`config.mk`:
```
export PLATFORM = sky130hd
export DESIGN_NAME = stbus_rx_deframer
export DESIGN_NICKNAME = d
export VERILOG_FILES = /design/src/rtl/stbus_rx_deframer.sv
export SDC_FILE = /design/constraint.sdc
export NUM_CORES = 1
export LEC_CHECK = 0
export ABC_CLOCK_PERIOD_IN_PS = 2100
export CAP_MARGIN = 20
export CORE_ASPECT_RATIO = 1.4
export CORE_MARGIN = 3
export CORE_UTILIZATION = 30
export CTS_BUF_LIST = sky130_fd_sc_hd__clkbuf_8 sky130_fd_sc_hd__clkbuf_16
export DETAILED_ROUTE_END_ITERATION = 8
export PLACE_DENSITY = 0.42
export SLEW_MARGIN = 0
export SYNTH_ARGS = -nofsm -noshare
export SYNTH_HDL_FRONTEND = slang
export SYNTH_SLANG_ARGS = --single-unit
export TNS_END_PERCENT = 100
```
`constraint.sdc`:
```
create_clock -name clk50 -period 2.1 [get_ports clk50]
set_input_delay 0.63 -clock clk50 [delete_from_list [all_inputs] [get_ports clk50]]
set_output_delay 0.63 -clock clk50 [all_outputs]
set_load 0.1 [all_outputs]
```
`src/rtl/stbus_rx_deframer.sv`:
```
// -----------------------------------------------------------------------------
// stbus_rx_deframer
//
// Receives a serial ST-bus style TDM stream (bit clock c4, active-low frame
// pulse f0, MSB-first data) and assembles each complete frame into a
// FRAME_BITS-wide image. A completed frame is copied into a shadow buffer that
// the CPU reads byte by byte, and a level interrupt is raised once per frame.
// Everything runs on clk50; c4, f0 and data_from_dt are asynchronous and are
// oversampled through synchronizer chains.
//
// Ports:
//   clk50        in   system clock (c4 is at most clk50/4)
//   reset_in_rg  in   asynchronous active-low reset
//   c4           in   TDM bit clock, asynchronous
//   f0           in   frame pulse, active low, asynchronous
//   data_from_dt in   serial TDM data, MSB first per channel
//   rd_addr      in   shadow byte index 0..CH-1
//   rd_data      out  registered shadow byte at rd_addr (0x00 if out of range)
//   int_ack      in   single-cycle pulse clearing cpu_int
//   cpu_int      out  frame-ready interrupt (level)
//   frame_err    out  sticky: early or missing frame pulse seen
//   overrun      out  sticky: frame completed while cpu_int still pending
//   locked       out  high while the receiver is in RECV
//   frame_cnt    out  completed-frame counter, wraps 255 -> 0
// -----------------------------------------------------------------------------
module stbus_rx_deframer #(
    parameter int FRAME_BITS  = 384,
    parameter int SYNC_STAGES = 2
) (
    input  logic       clk50,
    input  logic       reset_in_rg,
    input  logic       c4,
    input  logic       f0,
    input  logic       data_from_dt,
    input  logic [5:0] rd_addr,
    output logic [7:0] rd_data,
    input  logic       int_ack,
    output logic       cpu_int,
    output logic       frame_err,
    output logic       overrun,
    output logic       locked,
    output logic [7:0] frame_cnt
);

    localparam int              CH       = FRAME_BITS / 8;
    localparam int              BCW      = $clog2(FRAME_BITS);
    localparam logic [BCW-1:0]  LAST_BIT = BCW'(FRAME_BITS - 1);
    localparam logic [6:0]      CH_LIM   = 7'(CH);

    typedef enum logic [0:0] {
        HUNT = 1'b0,
        RECV = 1'b1
    } state_t;

    // Byte idx of an image; byte 0 is the top (first received) byte.
    function automatic logic [7:0] get_byte(input logic [FRAME_BITS-1:0] img,
                                            input logic [5:0]            idx);
        logic [FRAME_BITS-1:0] sh;
        sh = img << {idx, 3'b000};
        return sh[FRAME_BITS-1 -: 8];
    endfunction

    // Synchronizers and edge detector
    logic [SYNC_STAGES-1:0] c4_sync_r;
    logic [SYNC_STAGES-1:0] f0_sync_r;
    logic [SYNC_STAGES-1:0] data_sync_r;
    logic                   c4_prev_r;
    logic                   c4_rise_s;
    logic                   f0_s;
    logic                   data_s;

    // Receiver state
    state_t                 state_r;
    state_t                 state_nxt_s;
    logic [BCW-1:0]         bitcnt_r;
    logic [BCW-1:0]         bitcnt_nxt_s;
    logic [BCW-1:0]         pos_s;
    logic [FRAME_BITS-1:0]  asm_r;
    logic [FRAME_BITS-1:0]  asm_nxt_s;
    logic                   done_r;
    logic                   done_nxt_s;
    logic                   err_s;

    // CPU side
    logic [FRAME_BITS-1:0]  shadow_r;
    logic [FRAME_BITS-1:0]  rd_src_s;
    logic [7:0]             rd_data_r;
    logic                   cpu_int_r;
    logic                   frame_err_r;
    logic                   overrun_r;
    logic                   locked_r;
    logic [7:0]             frame_cnt_r;

    // Synchronizer chains; f0 idles high so a reset release never looks like a frame pulse.
    always_ff @(posedge clk50 or negedge reset_in_rg) begin
        if (!reset_in_rg) begin
            c4_sync_r   <= {SYNC_STAGES{1'b0}};
            f0_sync_r   <= {SYNC_STAGES{1'b1}};
            data_sync_r <= {SYNC_STAGES{1'b0}};
            c4_prev_r   <= 1'b0;
        end else begin
            c4_sync_r   <= {c4_sync_r[SYNC_STAGES-2:0], c4};
            f0_sync_r   <= {f0_sync_r[SYNC_STAGES-2:0], f0};
            data_sync_r <= {data_sync_r[SYNC_STAGES-2:0], data_from_dt};
            c4_prev_r   <= c4_sync_r[SYNC_STAGES-1];
        end
    end

    // All three chains have equal depth, so f0/data line up with the c4 edge.
    assign c4_rise_s = c4_sync_r[SYNC_STAGES-1] & ~c4_prev_r;
    assign f0_s      = f0_sync_r[SYNC_STAGES-1];
    assign data_s    = data_sync_r[SYNC_STAGES-1];
    assign pos_s     = LAST_BIT - bitcnt_r;

    // Next-state, bit counter and assembly logic
    always_comb begin
        state_nxt_s  = state_r;
        bitcnt_nxt_s = bitcnt_r;
        asm_nxt_s    = asm_r;
        done_nxt_s   = 1'b0;
        err_s        = 1'b0;
        if (c4_rise_s) begin
            case (state_r)
                HUNT: begin
                    if (!f0_s) begin
                        asm_nxt_s                 = {FRAME_BITS{1'b0}};
                        asm_nxt_s[FRAME_BITS-1]   = data_s;
                        bitcnt_nxt_s              = BCW'(1);
                        state_nxt_s               = RECV;
                    end else begin
                        state_nxt_s = HUNT;
                    end
                end
                RECV: begin
                    if (!f0_s) begin
                        // Frame start; a nonzero count means the pulse came early.
                        err_s                     = (bitcnt_r != {BCW{1'b0}});
                        asm_nxt_s                 = {FRAME_BITS{1'b0}};
                        asm_nxt_s[FRAME_BITS-1]   = data_s;
                        bitcnt_nxt_s              = BCW'(1);
                    end else if (bitcnt_r == {BCW{1'b0}}) begin
                        // Expected frame pulse did not arrive: drop lock.
                        err_s       = 1'b1;
                        state_nxt_s = HUNT;
                    end else begin
                        asm_nxt_s[pos_s] = data_s;
                        if (bitcnt_r == LAST_BIT) begin
                            done_nxt_s   = 1'b1;
                            bitcnt_nxt_s = {BCW{1'b0}};
                        end else begin
                            bitcnt_nxt_s = bitcnt_r + BCW'(1);
                        end
                    end
                end
                default: begin
                    state_nxt_s  = HUNT;
                    bitcnt_nxt_s = {BCW{1'b0}};
                end
            endcase
        end else begin
            state_nxt_s = state_r;
        end
    end

    // FSM state register
    always_ff @(posedge clk50 or negedge reset_in_rg) begin
        if (!reset_in_rg) begin
            state_r  <= HUNT;
            locked_r <= 1'b0;
        end else begin
            state_r  <= state_nxt_s;
            locked_r <= (state_nxt_s == RECV);
        end
    end

    // Bit counter, assembly register and completion strobe
    always_ff @(posedge clk50 or negedge reset_in_rg) begin
        if (!reset_in_rg) begin
            bitcnt_r <= {BCW{1'b0}};
            asm_r    <= {FRAME_BITS{1'b0}};
            done_r   <= 1'b0;
        end else begin
            bitcnt_r <= bitcnt_nxt_s;
            asm_r    <= asm_nxt_s;
            done_r   <= done_nxt_s;
        end
    end

    // Shadow copy, interrupt, sticky flags and frame counter.
    // c4 edges are at least 4 clk50 apart, so asm_r is stable while done_r is high.
    always_ff @(posedge clk50 or negedge reset_in_rg) begin
        if (!reset_in_rg) begin
            shadow_r    <= {FRAME_BITS{1'b0}};
            cpu_int_r   <= 1'b0;
            frame_err_r <= 1'b0;
            overrun_r   <= 1'b0;
            frame_cnt_r <= 8'd0;
        end else begin
            frame_err_r <= frame_err_r | err_s;
            if (done_r) begin
                shadow_r    <= asm_r;
                frame_cnt_r <= frame_cnt_r + 8'd1;
                cpu_int_r   <= 1'b1;
                // An ack landing with the completion counts as servicing the old frame.
                overrun_r   <= overrun_r | (cpu_int_r & ~int_ack);
            end else if (int_ack) begin
                cpu_int_r   <= 1'b0;
            end else begin
                cpu_int_r   <= cpu_int_r;
            end
        end
    end

    // A read during the shadow copy sees the frame being copied in.
    assign rd_src_s = done_r ? asm_r : shadow_r;

    // Registered byte read port
    always_ff @(posedge clk50 or negedge reset_in_rg) begin
        if (!reset_in_rg) begin
            rd_data_r <= 8'h00;
        end else if ({1'b0, rd_addr} < CH_LIM) begin
            rd_data_r <= get_byte(rd_src_s, rd_addr);
        end else begin
            rd_data_r <= 8'h00;
        end
    end

    assign rd_data   = rd_data_r;
    assign cpu_int   = cpu_int_r;
    assign frame_err = frame_err_r;
    assign overrun   = overrun_r;
    assign locked    = locked_r;
    assign frame_cnt = frame_cnt_r;

endmodule

```
==> flow_metrics.env <==
export IMPL_outcome="complete, but fails checks"
export IMPL_violations="negative setup slack"
export IMPL_dp_cells=4637
export IMPL_clock_root_buffer="clkbuf_16"
export IMPL_worstPathCellList="buf_12 -> buf_16 -> buf_12 -> mux4_2 -> a22oi_2 -> a31oi_2 -> nand4_1 -> nand2_1"
export IMPL_hp_class="in -> reg"
export IMPL_worstPathArrival_ns=3.10
export IMPL_dr_pass1_iters=7
export IMPL_cap_violations=0
export IMPL_antenna_found_initial=2
export IMPL_grtUsageTotal_pct=17.8
export IMPL_synth_cell_types=50
export IMPL_crit_required_ns=2.67
export IMPL_syn_nets=2944
export IMPL_p_leak_nw=21.6
export IMPL_cts_tree="built"
export IMPL_synth_edf_count=0
export IMPL_synth_top_area_share_pct=52.0
export IMPL_die_area_sq_um=133000
export IMPL_worst_slack_ns=-0.426
export IMPL_worst_setup_path_end_kind="flop"
export IMPL_cpMostUsedCell="buf_12"
export IMPL_cpPeakStageDelay_ns=0.56
export IMPL_first_iter_violations=1696
export IMPL_avgSynthCellArea_sq_um=13.2
export IMPL_routed_via_count=26097
export IMPL_die_h_um=431
export IMPL_stdcell_count=4866
export IMPL_post_route_period_util_pct=120
export IMPL_min_period_ns=2.53
export IMPL_cp_start_kind="flop"
export IMPL_comb_power_share_pct=9.6
export IMPL_max_freq_mhz=396
export IMPL_critPathKind="reg -> reg"
export IMPL_area_growth_pct=24.7
export IMPL_slowest_stage="mux4_2"
export IMPL_initial_utilization_pct=30.3
export IMPL_drtAntennaViolNets=0
export IMPL_yosys_warnings=0
export IMPL_rsz0062_at_grt="yes"
export IMPL_pwr_share_clk_pct=46.5
export IMPL_skew_ns=0.0310
export IMPL_cts_sinks=805
export IMPL_fp_coreArea_sq_um=128000
export IMPL_ir_drop_mv=0.666
export IMPL_post_dp_hpwl_um=78200
export IMPL_dpl_worst_slack_ns=-0.800
export IMPL_ys_seq_area_share_pct=52.1
export IMPL_drv_slew=0
export IMPL_clk_latency_ns=0.69
export IMPL_hold_violations=0
export IMPL_netlist_instances=2926
export IMPL_grt_remaining_overflow=0
export IMPL_switchingPower_mw=9.07
export IMPL_grt_max_degree=84
export IMPL_seq_power_share_pct=43.9
export IMPL_synth_area_leader_cell="dfrtp_1"
export IMPL_power_density_nw_per_um2=740
export IMPL_ff_latch_area_sq_um=20200
export IMPL_grt_pass1_vias=27605
export IMPL_drive_gt1_share_pct=41.1
export IMPL_ios=32
export IMPL_synth_area_sq_um=38700
export IMPL_max_slew_worst_pin_slew_ns=0.661
export IMPL_nets=3165
export IMPL_relSlewSlack_pct=55.8
export IMPL_multi_input_area_sq_um=17500
export IMPL_htreeDepth=3
export IMPL_tns_ns=-3.00
export IMPL_path_max_fanout=14
export IMPL_numCtsBuffers=89
export IMPL_setup_violations=14
export IMPL_die_x_um=309
export IMPL_reg2reg_from="done_r"
export IMPL_fillCellCount=12046
export IMPL_grt_first_pass_wirelength_um=179000
export IMPL_ys_async_sr_fraction_pct=100
export IMPL_worstHoldStart="f0"
export IMPL_avgRoutedWirePerCell_um=24.5
export IMPL_intPower_mw=26.6
export IMPL_mostFrequentLayoutCells="dfrtp_1, mux2_2, o31ai_1, o211ai_1, buf_4"
export IMPL_yosys_register_bits=805
export IMPL_rrSetupSlack_ns=-0.43
export IMPL_utilization_pct=37.8
export IMPL_clk_pin_slew_ns=0.07
export IMPL_synth_flop_cell="dfrtp_1"
export IMPL_p_total_mw=35.7
export IMPL_viasPerCell=5.36
export IMPL_p_sw_share_pct=25.4
export IMPL_synth_area_top_cells="dfrtp_1, mux2_2, mux4_2"
export IMPL_finalWeightedCongestion=0.808
export IMPL_drc_errors=0
export IMPL_wl_um=119000
export IMPL_port_buffers=31
export IMPL_clockBufferDepth=3
export IMPL_fp_row_count=155
export IMPL_layout_commonest_cell="dfrtp_1"
export IMPL_startpoint="done_r"
cell type report:
type / count / share of cell area, %
clock inverters: 48 / 1.05
clock buffers: 113 / 5.35
repair buffers: 453 / 11.0
multi-input cells: 1789 / 36.4
diodes: 1 / 0.00519
well taps: 1648 / 4.28
flip-flops and latches: 805 / 41.8
inverters: 9 / 0.0701
worst max-delay path: cells and delay by family, from the launching register on:
family / cells / cell delay [ns]
multiplexers: 1 / 0.56
flip-flops: 1 / 0.55
buffers and inverters: 3 / 0.50
AO/OA/AOI/OAI: 2 / 0.45
AND/OR/NAND/NOR: 2 / 0.32
metal layers:
metal	global-route usage [%]	wire length, um
met5	0	0
met4	7.33	4020
met3	1.88	3290
met2	31.0	62300
met1	22.4	49600
state kept, by name, indices dropped and copies added, names as in the netlist, 2 cells and up:
| register | cells |
|---|---|
| rd_data | 8 |
| bitcnt_r | 9 |
| c4_sync_r | 2 |
| shadow_r | 384 |
| frame_cnt | 8 |
| data_sync_r | 2 |
| f0_sync_r | 2 |
| asm_r | 384 |
kinds of logic after synthesis:
group,Yosys count,synth area share (%)
fa+ha+maj,6,0.194
simple gates,386,4.30
mux,707,26.1
compound gates,682,13.3
flops,805,52.1
xor+xnor,8,0.181
buf+inv,332,3.74
cells in the mapped netlist, types with 2 or more instances:
cell / n
dfrtp_1: 803
mux2_2: 407
o31ai_1: 288
o211ai_1: 285
nand2_1: 265
clkbuf_1: 216
mux4_2: 201
mux2i_1: 99
buf_2: 54
a22oi_1: 42
nor2_1: 36
nand3_1: 29
buf_4: 28
buf_1: 22
o21ai_0: 17
a21oi_1: 13
a31oi_1: 11
a221oi_1: 10
inv_1: 9
nor2b_1: 9
nand2b_1: 8
nand4_1: 8
ha_1: 6
nor3_1: 6
xnor2_1: 6
and3_1: 5
a2111oi_4: 4
and2_1: 3
and3b_1: 3
nand3b_1: 3
nor3b_1: 3
a211oi_1: 2
a31o_2: 2
buf_6: 2
dfstp_2: 2
nor4b_2: 2
o41ai_1: 2
or3b_2: 2
xor2_1: 2
final timing paths:
kind,end,cells after the start
setup / recovery,rd_data[5],8
hold / removal,f0_sync_r[0],1
setup reg to reg,rd_data[5],8
hold reg to reg,f0_sync_r[1],0
max in group asynchronous,f0_sync_r[0],4
min in group asynchronous,rd_data[6],2
stage by stage:
step	hold WS (ns)	area [sq um]
2_1_floorplan	0.331	38700
3_3_place_gp	0.392	43700
3_5_place_dp	0.390	43700
4_1_cts	0.280	47600
5_1_grt	0.331	48200
6_report	0.353	48200
what timing repair did:
item | in CTS | in global routing
pin swaps | 13 | 20
gates resized for setup | 67 | 90
setup endpoints to repair | 80 | 181
setup buffers | 37 | 16
hold buffers | 1 | 0
cloned | 8 | 9
hold endpoints to repair | 10 | 0
power by group through the flow:
stage | combinational, mW | clock, mW | sequential [mW]
after floorplan | 1.11 | 0 | 16.1
after global placement | 2.99 | 0 | 16.0
after detailed placement | 3.02 | 0 | 16.0
after CTS | 3.19 | 17.1 | 15.7
after global routing | 3.65 | 17.7 | 15.7
final | 3.42 | 16.6 | 15.7
Note: power is estimated with default switching activity, not from simulation.
